<file path="src/rtl/yuv422_apb_sequencer.sv">
// yuv422_apb_sequencer
// APB master that feeds one 4-pixel YUV422 group into the YUV->RGB converter.
// It writes the two packed YUV words, waits for the converter's done irq, then
// reads back the four RGB results. Each result goes out on a valid/ready pixel
// stream, and m_last marks the fourth pixel.
//
// state     | meaning
// ----------+---------------------------------------------------------------
// IDLE      | s_ready high, waiting for a YUV group
// WSETUP    | APB write setup phase (word w)
// WACCESS   | APB write access phase, waits on pready
// WAIT_DONE | bus idle, waiting for converter irq or timeout
// RSETUP    | APB read setup phase (pixel p)
// RACCESS   | APB read access phase, waits on pready
// OUT       | pixel p presented downstream until m_ready

module yuv422_apb_sequencer #(
    parameter logic [31:0] BASE_ADDR      = 32'h0000_0000,
    parameter int unsigned TIMEOUT_CYCLES = 1023
) (
    input  logic        pclk,
    input  logic        presetn,
    input  logic        s_valid,
    output logic        s_ready,
    input  logic [63:0] s_data,
    output logic [31:0] paddr,
    output logic        psel,
    output logic        penable,
    output logic        pwrite,
    output logic [31:0] pwdata,
    input  logic [31:0] prdata,
    input  logic        pready,
    input  logic        pslverr,
    input  logic        irq,
    output logic        m_valid,
    input  logic        m_ready,
    output logic [23:0] m_data,
    output logic        m_last,
    output logic        busy,
    output logic        err,
    output logic [1:0]  err_code
);

    localparam int unsigned CNT_W = (TIMEOUT_CYCLES > 1) ? $clog2(TIMEOUT_CYCLES) : 1;
    localparam logic [CNT_W-1:0] CNT_LAST = CNT_W'(TIMEOUT_CYCLES - 1);

    localparam logic [1:0] CODE_SLVERR  = 2'b01;
    localparam logic [1:0] CODE_TIMEOUT = 2'b10;

    typedef enum logic [2:0] {
        IDLE      = 3'd0,
        WSETUP    = 3'd1,
        WACCESS   = 3'd2,
        WAIT_DONE = 3'd3,
        RSETUP    = 3'd4,
        RACCESS   = 3'd5,
        OUT       = 3'd6
    } state_t;

    state_t           state_q, state_d;
    logic [31:0]      hi_word_q, hi_word_d;
    logic             w_q, w_d;
    logic [1:0]       p_q, p_d;
    logic [CNT_W-1:0] cnt_q, cnt_d;
    logic [31:0]      paddr_q, paddr_d;
    logic [31:0]      pwdata_q, pwdata_d;
    logic [23:0]      m_data_q, m_data_d;
    logic             m_last_q, m_last_d;
    logic             m_valid_q, m_valid_d;
    logic             err_q, err_d;
    logic [1:0]       err_code_q, err_code_d;

    // The low byte of the read word carries no pixel information.
    logic unused_prdata_lsb;
    assign unused_prdata_lsb = ^prdata[7:0];

    function automatic logic [31:0] rd_addr(input logic [1:0] idx);
        return BASE_ADDR + 32'h0000_0030 + {28'd0, idx, 2'b00};
    endfunction

    // APB control strobes are decoded from the registered state, so an async reset clears them at once.
    always_comb begin
        psel    = (state_q == WSETUP) || (state_q == WACCESS) ||
                  (state_q == RSETUP) || (state_q == RACCESS);
        penable = (state_q == WACCESS) || (state_q == RACCESS);
        pwrite  = (state_q == WSETUP) || (state_q == WACCESS);
        s_ready = (state_q == IDLE);
        busy    = (state_q != IDLE);
    end

    assign paddr    = paddr_q;
    assign pwdata   = pwdata_q;
    assign m_valid  = m_valid_q;
    assign m_data   = m_data_q;
    assign m_last   = m_last_q;
    assign err      = err_q;
    assign err_code = err_code_q;

    // Next-state logic. Address and write data are loaded on the transition into a setup phase,
    // so they stay stable through the whole access.
    always_comb begin
        state_d    = state_q;
        hi_word_d  = hi_word_q;
        w_d        = w_q;
        p_d        = p_q;
        cnt_d      = cnt_q;
        paddr_d    = paddr_q;
        pwdata_d   = pwdata_q;
        m_data_d   = m_data_q;
        m_last_d   = m_last_q;
        m_valid_d  = m_valid_q;
        err_d      = 1'b0;
        err_code_d = err_code_q;

        unique case (state_q)
            IDLE: begin
                if (s_valid) begin
                    hi_word_d = s_data[63:32];
                    w_d       = 1'b0;
                    paddr_d   = BASE_ADDR + 32'h0000_0010;
                    pwdata_d  = s_data[31:0];
                    state_d   = WSETUP;
                end
            end
            WSETUP: begin
                state_d = WACCESS;
            end
            WACCESS: begin
                if (pready) begin
                    if (pslverr) begin
                        err_d      = 1'b1;
                        err_code_d = CODE_SLVERR;
                        state_d    = IDLE;
                    end else if (!w_q) begin
                        w_d      = 1'b1;
                        paddr_d  = BASE_ADDR + 32'h0000_0014;
                        pwdata_d = hi_word_q;
                        state_d  = WSETUP;
                    end else begin
                        cnt_d   = '0;
                        state_d = WAIT_DONE;
                    end
                end
            end
            WAIT_DONE: begin
                // irq takes priority over a timeout expiring in the same cycle
                if (irq) begin
                    p_d     = 2'd0;
                    paddr_d = rd_addr(2'd0);
                    state_d = RSETUP;
                end else if (cnt_q == CNT_LAST) begin
                    err_d      = 1'b1;
                    err_code_d = CODE_TIMEOUT;
                    state_d    = IDLE;
                end else begin
                    cnt_d = cnt_q + CNT_W'(1);
                end
            end
            RSETUP: begin
                state_d = RACCESS;
            end
            RACCESS: begin
                if (pready) begin
                    if (pslverr) begin
                        err_d      = 1'b1;
                        err_code_d = CODE_SLVERR;
                        state_d    = IDLE;
                    end else begin
                        m_data_d  = prdata[31:8];
                        m_last_d  = (p_q == 2'd3);
                        m_valid_d = 1'b1;
                        state_d   = OUT;
                    end
                end
            end
            OUT: begin
                if (m_ready) begin
                    m_valid_d = 1'b0;
                    m_last_d  = 1'b0;
                    if (p_q == 2'd3) begin
                        state_d = IDLE;
                    end else begin
                        p_d     = p_q + 2'd1;
                        paddr_d = rd_addr(p_q + 2'd1);
                        state_d = RSETUP;
                    end
                end
            end
            default: begin
                state_d = IDLE;
            end
        endcase
    end

    // State and datapath registers; reset abandons any group in flight.
    always_ff @(posedge pclk or negedge presetn) begin
        if (!presetn) begin
            state_q    <= IDLE;
            hi_word_q  <= '0;
            w_q        <= 1'b0;
            p_q        <= 2'd0;
            cnt_q      <= '0;
            paddr_q    <= '0;
            pwdata_q   <= '0;
            m_data_q   <= '0;
            m_last_q   <= 1'b0;
            m_valid_q  <= 1'b0;
            err_q      <= 1'b0;
            err_code_q <= 2'b00;
        end else begin
            state_q    <= state_d;
            hi_word_q  <= hi_word_d;
            w_q        <= w_d;
            p_q        <= p_d;
            cnt_q      <= cnt_d;
            paddr_q    <= paddr_d;
            pwdata_q   <= pwdata_d;
            m_data_q   <= m_data_d;
            m_last_q   <= m_last_d;
            m_valid_q  <= m_valid_d;
            err_q      <= err_d;
            err_code_q <= err_code_d;
        end
    end

endmodule
</file>
<file path="config.mk">
export PLATFORM = sky130hd
export DESIGN_NAME = yuv422_apb_sequencer
export DESIGN_NICKNAME = d
export VERILOG_FILES = /design/src/rtl/yuv422_apb_sequencer.sv
export SDC_FILE = /design/constraint.sdc
export NUM_CORES = 1
export LEC_CHECK = 0
export BUFFER_PORTS_ARGS = -buffer_cell sky130_fd_sc_hd__buf_2
export CAP_MARGIN = 30
export CORE_MARGIN = 4
export CORE_UTILIZATION = 49
export CTS_CLUSTER_DIAMETER = 60
export DETAILED_ROUTE_END_ITERATION = 16
export PLACE_DENSITY_LB_ADDON = 0.1
export SYNTH_ARGS = -nofsm -noshare
export SYNTH_HDL_FRONTEND = slang
export SYNTH_SLANG_ARGS = --single-unit
</file>
<file path="constraint.sdc">
create_clock -name pclk -period 2.7 [get_ports pclk]
set_input_delay 0.81 -clock pclk [delete_from_list [all_inputs] [get_ports pclk]]
set_output_delay 0.81 -clock pclk [all_outputs]
set_load 0.03 [all_outputs]
</file>
==> run metrics, run 1 <==
Sum Neg Setup Slack 0 ns; Ant. Diodes 0; Worst Setup Path Type reg -> out; Post-synth EDFFs 0; reg2reg path depth 4; Reg-to-Reg End p_q[0]; period utilization 0.964; Clock Tree Buf Depth 2; Hold Vio Cnt, Final 0; P_int 5670 uW; Post-CTS Setup Inserts 0; drt first pass iters 5; largest net degree at the start of global routing 60; Final Wtd Congestion about 0.8; max cap viols 0; Die Ht 112 microns; Sequential Power Share 0.325; cts bufs inserted 17; crit path capture type primary output; placed inst area 6210 sq um; share of cells above drive strength 1 0.571; critical path startpoint state_q[2]; Routed Antenna Nets 0; clk_skew 0.00578 ns; Largest stage delay, worst path 0.55 ns; relative slew slack 0.501; arrival time at the worst endpoint 1.79 ns; core area 10500 sq um; critical-path cell list and3b_1 -> or2_2 -> buf_2; mapped cell area 5340 sq um; GR Overflow Total 0; Cells after Synth 403; Crit Reg-Reg Startpoint state_q[2]; R2R setup slack approximately 0.58 ns; overall routing resource usage 0.192; drt wl/cell 16.4 microns; Least-Margin Pin Slew 0.748 ns; Worst path slowest cell dfrtp_2; worst-path maximum fanout 20; Max Clk Rate 0.384 GHz; combinational share of power 0.429; Max Transition Viols Final 0; TritonCTS clock tree done; Net Sw Power between 3000 and 4000 uW; Filler Cells Inserted 836; final net count 682; async set or reset register ratio after synthesis 1.00; Distinct cells, synth 52; Seq/Total Area, Yosys 0.529; vias per cell 5.17; CP endpoint penable; dominant synthesized flop cell dfrtp_1; Sink Count 113; clock latency on the worst-skew pair 0.50 ns; IO buf count 164; Mean Syn Cell Area 13.3 sq um; clk root buf clkbuf_8; # DRC 0; Setup violations, final 0; P&R area growth vs syn 27.4%; crit start category flop; Syn. warnings 0; outcome complete, no violations; final wirelength 11900 microns; RSZ-0062 raised after global routing no; Leak 0.00335 uW; Critical Path RT 1.89 ns; design area between 6000 and 7000 sq um; Max IR drop VDD about 0.62 mV; first-pass GRT wire length ~20000 microns; initial antenna violation count 0; #FFs+latches synth 113; Worst-path clk slew 0.05 ns; I/O pin total 201; Die Wd 112 microns; DP HPWL 8470 microns; vias in the first global route between 3000 and 4000; htree depth 4; HP Class in -> async; clock power share 0.246; die area approximately 13000 sq um; Initial Utilization 0.511; vias post-DR 3740; Rows 37; Period minus WS final 2.60 ns; power per cell area around 1300 nW/um^2; Iteration-0 DRC Markers 150; Switching Fraction 0.378
## power by group through the flow
stage                     Clock (uW)  Combinational (uW)  Sequential [uW]
final                           2240                3910             2960
after global routing            2370                4210             3080
after CTS                       2290                3970             2970
after detailed placement           0                3960             2980
after global placement             0                3880             2920
after floorplan                    0                2200             3720
## synth_stat cells, types with 6 or more instances
library cell / number / area share
a21o_1: 6 / 0.0084
inv_1: 9 / 0.0063
nand2_1: 12 / 0.0084
dfrtp_1: 113 / 0.53
clkbuf_1: 9 / 0.0063
a21oi_1: 8 / 0.0075
nor3_1: 10 / 0.0094
nor2_1: 6 / 0.0042
nand2b_1: 6 / 0.0070
mux2_2: 121 / 0.26
a211o_1: 6 / 0.0098
buf_4: 28 / 0.039
## worst min-delay path by stage
| stage | from | slack [ns] | cells after the start | endpoint |
|---|---|---|---|---|
| finish | presetn | 0.20 | 1 | pwdata[8] |
| global route | presetn | 0.20 | 1 | pwdata[8] |
| CTS | presetn | 0.18 | 1 | pwdata[8] |
| detailed placement | paddr[4] | 0.46 | 1 | paddr[4] |
| global placement | paddr[4] | 0.45 | 1 | paddr[4] |
| floorplan | hi_word_q[0] | 0.47 | 1 | hi_word_q[0] |
## per-layer routing
layer  routed length, microns  part of all wire  vias up  GRT usage
met2                     5840              0.49      146      0.311
met3                      917             0.077        4     0.0642
met1                     5060              0.43     1851      0.248
met4                       52            0.0044        0     0.0553
met5                        0                 0        -          0
li1                         -                 -     1739          -
## layout by cell type, fill, tap and decap left out, types with 6 or more instances in the layout
| cell type | synthesis | final |
|---|---|---|
| a21oi_1 | 8 | 8 |
| buf_2 | 4 | 163 |
| inv_1 | 9 | 9 |
| a21o_1 | 6 | 6 |
| dfrtp_1 | 113 | 110 |
| mux2_2 | 121 | 121 |
| conb_1 | 1 | 28 |
| clkbuf_16 | 0 | 16 |
| nor3_1 | 10 | 10 |
| buf_4 | 28 | 9 |
| a211o_1 | 6 | 6 |
| nor2_1 | 6 | 6 |
| nand2b_1 | 6 | 6 |
| nand2_1 | 12 | 12 |
## state kept, by name, summed over array words and instances (netlist names)
signal and flops:
paddr 4, p_q 2, m_data 24, err 1, cnt_q 10, hi_word_q 32
err_code 2, w_q 1, m_last 1, pwdata 32, m_valid 1, state_q 3
## per-stage QoR
step	cells	worst slack, ns	power, uW	util	hold WS, ns
final	723	0.0963	9120	0.651	0.196
after global routing	723	0.0252	9660	0.651	0.195
after CTS	723	0.0754	9220	0.651	0.178
after detailed placement	693	0.323	6930	0.594	0.457
after global placement	693	0.343	6800	0.594	0.453
after floorplan	430	0.392	5930	-	0.474
## what timing repair did
| item | 4_1_cts | 5_1_grt |
|---|---|---|
| gates resized for setup | 3 | 0 |
| hold buffers | 0 | 0 |
| setup endpoints to repair | 3 | 0 |
## area by class of cell
| cell class | count | area [sq um] | area share |
|---|---|---|---|
| Multi-Input combinational cell | 262 | 2270 | 0.334 |
| Clock buffer | 19 | 432 | 0.0634 |
| Timing Repair Buffer | 173 | 903 | 0.133 |
| Sequential cell | 113 | 2830 | 0.416 |
| Inverter | 9 | 33.8 | 0.00496 |
| Clock inverter | 11 | 164 | 0.0241 |
| Tap cell | 136 | 170 | 0.0250 |
## kinds of logic (layout without fill, tap and decap cells)
kind of cell,after synthesis,count (layout),share of synthesized area
adders and majority gates,3,3,0.00703
muxes,122,122,0.258
and+or+nand+nor,64,64,0.0707
xor gates and xnor gates,3,3,0.00492
buffers and inverters,55,212,0.0663
AOI/OAI and AO/OA,42,42,0.0632
other,1,28,0.000702
DFF,113,113,0.529
## worst max-delay path: cells and delay by family (launching register included)
kind	cells	cell delay, ns
simple gates	2	0.56
buf+inv	1	0.18
flops	1	0.55
No activity file was read; power rests on OpenSTA's default activity.
==> run 2, diff against run 1 <==
--- a/config.mk
+++ b/config.mk
@@ -12,6 +12,8 @@
 export CTS_CLUSTER_DIAMETER = 60
 export DETAILED_ROUTE_END_ITERATION = 16
 export PLACE_DENSITY_LB_ADDON = 0.1
+export REMOVE_ABC_BUFFERS = 1
+export SLEW_MARGIN = 15
 export SYNTH_ARGS = -nofsm -noshare
 export SYNTH_HDL_FRONTEND = slang
 export SYNTH_SLANG_ARGS = --single-unit
==> run 2 against run 1 <==
  * Clock power is 4% lower
  * Register-to-register slack better by 0.04 ns
  * Setup slack better by 0.016 ns
  * Non-clock buffer count is 1 lower
  * Final cell count stayed put
  * Maximum frequency is 0.61% higher
  * Clock-buffer cell count is 1 higher
  * Sequential cell count stayed put
  * Global-route usage is 0.36 points higher
  * First-iteration DRC count is 19% lower
  * Critical endpoint is now s_ready
==> run metrics, run 2 (synthesis results as in run 1) <==
placed inst area 6230 sq um (was 6210 sq um); IO buf count 164 (unchanged); clk_skew 0.00625 ns (was 0.00578 ns); initial antenna violation count 0 (unchanged); I/O pin total 201 (unchanged); Worst path slowest cell dfrtp_2 (unchanged); power per cell area 1330 nW/um^2 (was 1340 nW/um^2); htree depth 4 (unchanged); Buffers & Inverters on Critical Path 2 (was 1); die area 12600 sq um (unchanged); commonest cells after routing, fill and taps aside 163 x buf_2, 121 x mux2_2, 110 x dfrtp_1 (unchanged); vias per cell 5.11 (was 5.17); vias in the first global route 4015 (was 3912); drt wl/cell 16.5 microns (was 16.4 microns); Setup violations, final 0 (unchanged); Worst-path clk slew 0.06 ns (was 0.05 ns); Iteration-0 DRC Markers 121 (was 150); GR Overflow Total 0 (unchanged); Ant. Diodes 0 (unchanged); TritonCTS clock tree done (unchanged); Least-Margin Pin Slew 0.840 ns (was 0.748 ns); core area 10500 sq um (unchanged); share of cells above drive strength 1 0.569 (was 0.571); crit path capture type primary output (unchanged); Period minus WS final 2.59 ns (was 2.60 ns); # DRC 0 (unchanged); worst-path maximum fanout 20 (unchanged); Largest stage delay, worst path 0.54 ns (was 0.55 ns); crit start category flop (unchanged); R2R setup slack 0.62 ns (was 0.58 ns); outcome complete, no violations (unchanged); Initial Utilization 0.511 (unchanged); Leak 0.00334 uW (was 0.00335 uW); Die Wd 112 microns (unchanged); Max Transition Viols Final 0 (unchanged); commonest non-fill, non-tap cell in the layout buf_2 (unchanged); Routed Antenna Nets 0 (unchanged); Sink Count 113 (unchanged); vias post-DR 3694 (was 3740); Clock Tree Buf Depth 2 (unchanged); cts bufs inserted 17 (unchanged); drt first pass iters 4 (was 5); hold buffers post-CTS 0 (unchanged); Worst Setup Path Type reg -> out (unchanged); clk root buf clkbuf_8 (unchanged); Hold Vio Cnt, Final 0 (unchanged); Critical Path RT 1.89 ns (about the same); max cap viols 0 (unchanged); DP HPWL 8370 microns (was 8470 microns); HP Class in -> async (unchanged); Top delay family on crit path flip-flops (was simple AND/OR/NAND/NOR gates); Crit Reg-Reg Startpoint state_q[2] (unchanged); Sum Neg Setup Slack 0 ns (unchanged); Max IR drop VDD 0.923 mV (was 0.620 mV); first-pass GRT wire length 19600 microns (was 19800 microns); P&R area growth vs syn 27.4% (about the same); relative slew slack 0.440 (was 0.501); clock latency on the worst-skew pair 0.51 ns (was 0.50 ns); critical-path cell list nor2_1 -> nand2_1 -> inv_1 -> buf_2 (was and3b_1 -> or2_2 -> buf_2); arrival time at the worst endpoint 1.78 ns (was 1.79 ns); reg2reg path depth 4 (unchanged); Die Ht 112 microns (unchanged); Rows 37 (unchanged); Final Wtd Congestion 0.778 (was 0.819); final wirelength 11900 microns (about the same); Reg-to-Reg End p_q[1] (was p_q[0]); period utilization 0.958 (was 0.964); largest net degree at the start of global routing 65 (was 60); overall routing resource usage 0.196 (was 0.192); RSZ-0062 raised after global routing no (unchanged); Max Clk Rate 0.386 GHz (was 0.384 GHz); final net count 681 (was 682); design area 6810 sq um (about the same)
==> run 2: cell count changes in the layout (fill, tap and decap cells not counted) <==
cell       previous run  this run
buf_4                 9         6
buf_12                1         3
bufinv_16             4         3
clkinv_2              4         5
clkbuf_1              1         2
==> run 2: final cells by class <==
class | instances | area [sq um]
multi-input cells | 262 | 2270
well taps | 136 | 170
fillers | 836 | 3660
flip-flops and latches | 113 | 2830
clock inverters | 11 | 139
clock buffers | 20 | 435
inverters | 9 | 33.8
repair buffers | 172 | 921
==> run 2: worst max path at each step <==
stage | endpoint | from | cells after the start
floorplan | penable | state_q[2] | 2
global placement | p_q[0] | pslverr | 5
detailed placement | p_q[1] | pslverr | 5
CTS | penable | state_q[1] | 3
global route | s_ready | state_q[2] | 4
finish | s_ready | state_q[2] | 4
==> run 2: repair_timing <==
| action | in CTS | in global routing |
|---|---|---|
| gates resized for setup | 2 | 1 |
| cloned | 0 | 0 |
| buffers inserted | 0 | 0 |
| setup endpoints to repair | 4 | 2 |
| hold endpoints to repair | 0 | 0 |
==> run 2: power by group <==
part	switching [uW]	total (uW)	internal [uW]	leakage, uW
combinational	2250	3960	1700	0.00170
sequential	480	2960	2480	0.00137
clock	729	2140	1410	0.000280
total	3460	9060	5600	0.00334
==> run 2: per-layer routing <==
metal | share of wire | GRT usage | vias up
li1 | - | - | 1741
met1 | 0.39 | 0.224 | 1814
met2 | 0.51 | 0.338 | 124
met3 | 0.078 | 0.0663 | 15
met4 | 0.015 | 0.0777 | 0
met5 | 0 | 0 | -
==> run 2: per-stage QoR <==
step | std cells | util | total power, uW | worst slack (ns) | hold WS [ns]
after floorplan | 384 | - | 5760 | -0.457 | 0.474
after global placement | 692 | 0.595 | 6840 | 0.356 | 0.444
after detailed placement | 692 | 0.595 | 6970 | 0.333 | 0.460
after CTS | 723 | 0.650 | 9170 | 0.0466 | 0.292
after global routing | 723 | 0.650 | 9610 | 0.0208 | 0.314
final | 723 | 0.650 | 9060 | 0.112 | 0.297
==> run 3, diff against run 2 <==
--- a/config.mk
+++ b/config.mk
@@ -7,11 +7,12 @@
 export LEC_CHECK = 0
 export BUFFER_PORTS_ARGS = -buffer_cell sky130_fd_sc_hd__buf_2
 export CAP_MARGIN = 30
+export CORE_ASPECT_RATIO = 0.9
 export CORE_MARGIN = 4
 export CORE_UTILIZATION = 49
 export CTS_CLUSTER_DIAMETER = 60
 export DETAILED_ROUTE_END_ITERATION = 16
-export PLACE_DENSITY_LB_ADDON = 0.1
+export PLACE_DENSITY = 0.77
 export REMOVE_ABC_BUFFERS = 1
 export SLEW_MARGIN = 15
 export SYNTH_ARGS = -nofsm -noshare
==> run 3 against run 2 <==
  * Via count increased by 2.8%
  * Setup slack worse by 0.027 ns
  * Register-to-register slack lost 0.08 ns
  * Critical path depth is 1 lower
  * Global-route usage up 0.57 points
  * Maximum frequency is 1.0% lower
  * Power grew 3.6%
  * Critical path type unchanged
  * Largest cell class unchanged
  * Highest routed layer unchanged
==> run metrics, run 3 (synthesis results as in run 1) <==
first-pass GRT wire length 20200 microns (was 19600 microns); clk_skew 0.00902 ns (was 0.00625 ns); initial antenna violation count 0 (unchanged); Largest stage delay, worst path 0.65 ns (was 0.54 ns); IO buf count 164 (unchanged); vias in the first global route 4067 (was 4015); GR Overflow Total 0 (unchanged); Leak 0.00339 uW (was 0.00334 uW); clk root buf clkbuf_16 (was clkbuf_8); drt wl/cell 17.3 microns (was 16.5 microns); htree depth 4 (unchanged); relative slew slack 0.435 (was 0.440); power per cell area 1360 nW/um^2 (was 1330 nW/um^2); Crit Reg-Reg Startpoint state_q[1] (was state_q[2]); Worst-path clk slew 0.05 ns (was 0.06 ns); Final Wtd Congestion 0.846 (was 0.778); Worst Setup Path Type reg -> out (unchanged); Rows 35 (was 37); drt first pass iters 4 (unchanged); final wirelength 12500 microns (was 11900 microns); Placed Cells 688 (was 692); Die Ht 107 microns (was 112 microns); Routed Antenna Nets 0 (unchanged); Period minus WS final 2.62 ns (was 2.59 ns); Least-Margin Pin Slew 0.847 ns (was 0.840 ns); design area 6880 sq um (was 6810 sq um); Layout Cells excl Fill 720 (was 723); I/O pin total 201 (unchanged); Max IR drop VDD 0.682 mV (was 0.923 mV); P&R area growth vs syn 28.8% (was 27.4%); # DRC 0 (unchanged); Max Transition Viols Final 0 (unchanged); placed inst area 6230 sq um (about the same); Worst path slowest cell dfrtp_1 (was dfrtp_2); critical-path cell list and3b_1 -> or2_2 -> buf_2 (was nor2_1 -> nand2_1 -> inv_1 -> buf_2); TritonCTS clock tree done (unchanged); Max Clk Rate 0.382 GHz (was 0.386 GHz); period utilization 0.969 (was 0.958); core area 10400 sq um (was 10500 sq um); crit start category flop (unchanged); share of cells above drive strength 1 0.570 (was 0.569); RSZ-0062 raised after global routing no (unchanged); Iteration-0 DRC Markers 189 (was 121); Clock Tree Buf Depth 2 (unchanged); vias post-DR 3797 (was 3694); overall routing resource usage 0.202 (was 0.196); WHS 0.432 ns (was 0.297 ns); hold buffers post-CTS 0 (unchanged); Hold Vio Cnt, Final 0 (unchanged); crit path capture type primary output (unchanged); Filler Cells Inserted 818 (was 836); P_int 5880 uW (was 5600 uW); Initial Utilization 0.513 (was 0.511); DP HPWL 8980 microns (was 8370 microns); vias per cell 5.27 (was 5.11); cts bufs inserted 17 (unchanged); arrival time at the worst endpoint 1.81 ns (was 1.78 ns); dpl ws 0.343 ns (was 0.333 ns); outcome complete, no violations (unchanged); commonest cells after routing, fill and taps aside 163 x buf_2, 121 x mux2_2, 111 x dfrtp_1 (was 163 x buf_2, 121 x mux2_2, 110 x dfrtp_1); critical path startpoint state_q[1] (was state_q[2]); Worst Setup Slack, final 0.0849 ns (was 0.112 ns); Critical Path RT 1.89 ns (about the same); worst-path maximum fanout 15 (was 20); Ant. Diodes 0 (unchanged); largest net degree at the start of global routing 51 (was 65); HP Class in -> async (unchanged); max cap viols 0 (unchanged); die area 12600 sq um (about the same); commonest non-fill, non-tap cell in the layout buf_2 (unchanged); combinational share of power 0.425 (was 0.437); Sequential Power Share 0.317 (was 0.327); clock latency on the worst-skew pair 0.40 ns (was 0.51 ns); final net count 684 (was 681); Setup violations, final 0 (unchanged); Sink Count 113 (unchanged); Die Wd 118 microns (was 112 microns); clock power share 0.258 (was 0.237); Switching Fraction 0.373 (was 0.382); Net Sw Power 3500 uW (was 3460 uW)
[run 3: cell count changes in the layout (fill, tap and decap cells not counted), sizes merged]
cell / previous run / this run
buf: 172 / 175
bufinv: 3 / 5
clkinvlp: 2 / 1
clkinv: 6 / 4
clkbuf: 20 / 22
[run 3: per-stage QoR]
step	power [uW]	utilization	setup TNS, ns
2_1_floorplan	5760	-	-2.04
3_3_place_gp	6820	0.598	0
3_5_place_dp	7010	0.598	0
4_1_cts	9480	0.660	0
5_1_grt	9890	0.660	0
6_report	9380	0.660	0
[run 3: final timing paths]
kind / endpoint / slack (ns) / cells past startpoint
worst min register to register: paddr[4] / 0.46 / 1
worst max-delay path: penable / 0.08 / 3
max in group asynchronous: hi_word_q[8] / 1.62 / 2
worst min-delay path: m_data[11] / 0.43 / 1
min in group pclk: paddr[4] / 0.46 / 1
worst max register to register: paddr[2] / 0.54 / 4
[run 3: repair_timing]
action | in CTS | in global routing
endpoints found under the setup margin | 0 | 5
buffers inserted | 0 | 0
gates resized for setup | 0 | 3
[run 3: worst max-delay path: cells and delay by family (launching register included)]
kind,cells,cell delay [ns]
buffers and inverters,1,0.18
AND/OR/NAND/NOR,2,0.57
flip-flops,1,0.65
[run 3: power groups by stage]
stage          clock network, uW  logic (uW)  registers, uW
4_1_cts                     2460        4050           2970
5_1_grt                     2540        4270           3080
2_1_floorplan                  0        1980           3780
3_3_place_gp                   0        3900           2920
3_5_place_dp                   0        4020           2980
6_report                    2420        3990           2970
[run 3: final cells by class]
cell class / count / area (sq um) / area share
Clock buffer: 22 / 464 / 0.0675
Clock inverter: 10 / 181 / 0.0264
Inverter: 9 / 33.8 / 0.00491
Multi-Input combinational cell: 262 / 2280 / 0.331
Sequential cell: 113 / 2830 / 0.411
Tap cell: 129 / 161 / 0.0235
Timing Repair Buffer: 175 / 931 / 0.135
[run 3: per-layer routing]
layer	global-route usage	part of all wire	routed length [microns]	up-vias
met2	0.361	0.54	6730	143
met3	0.0633	0.065	816	14
met5	0	0	0	-
li1	-	-	-	1749
met4	0.0787	0.017	206	0
met1	0.224	0.38	4730	1891
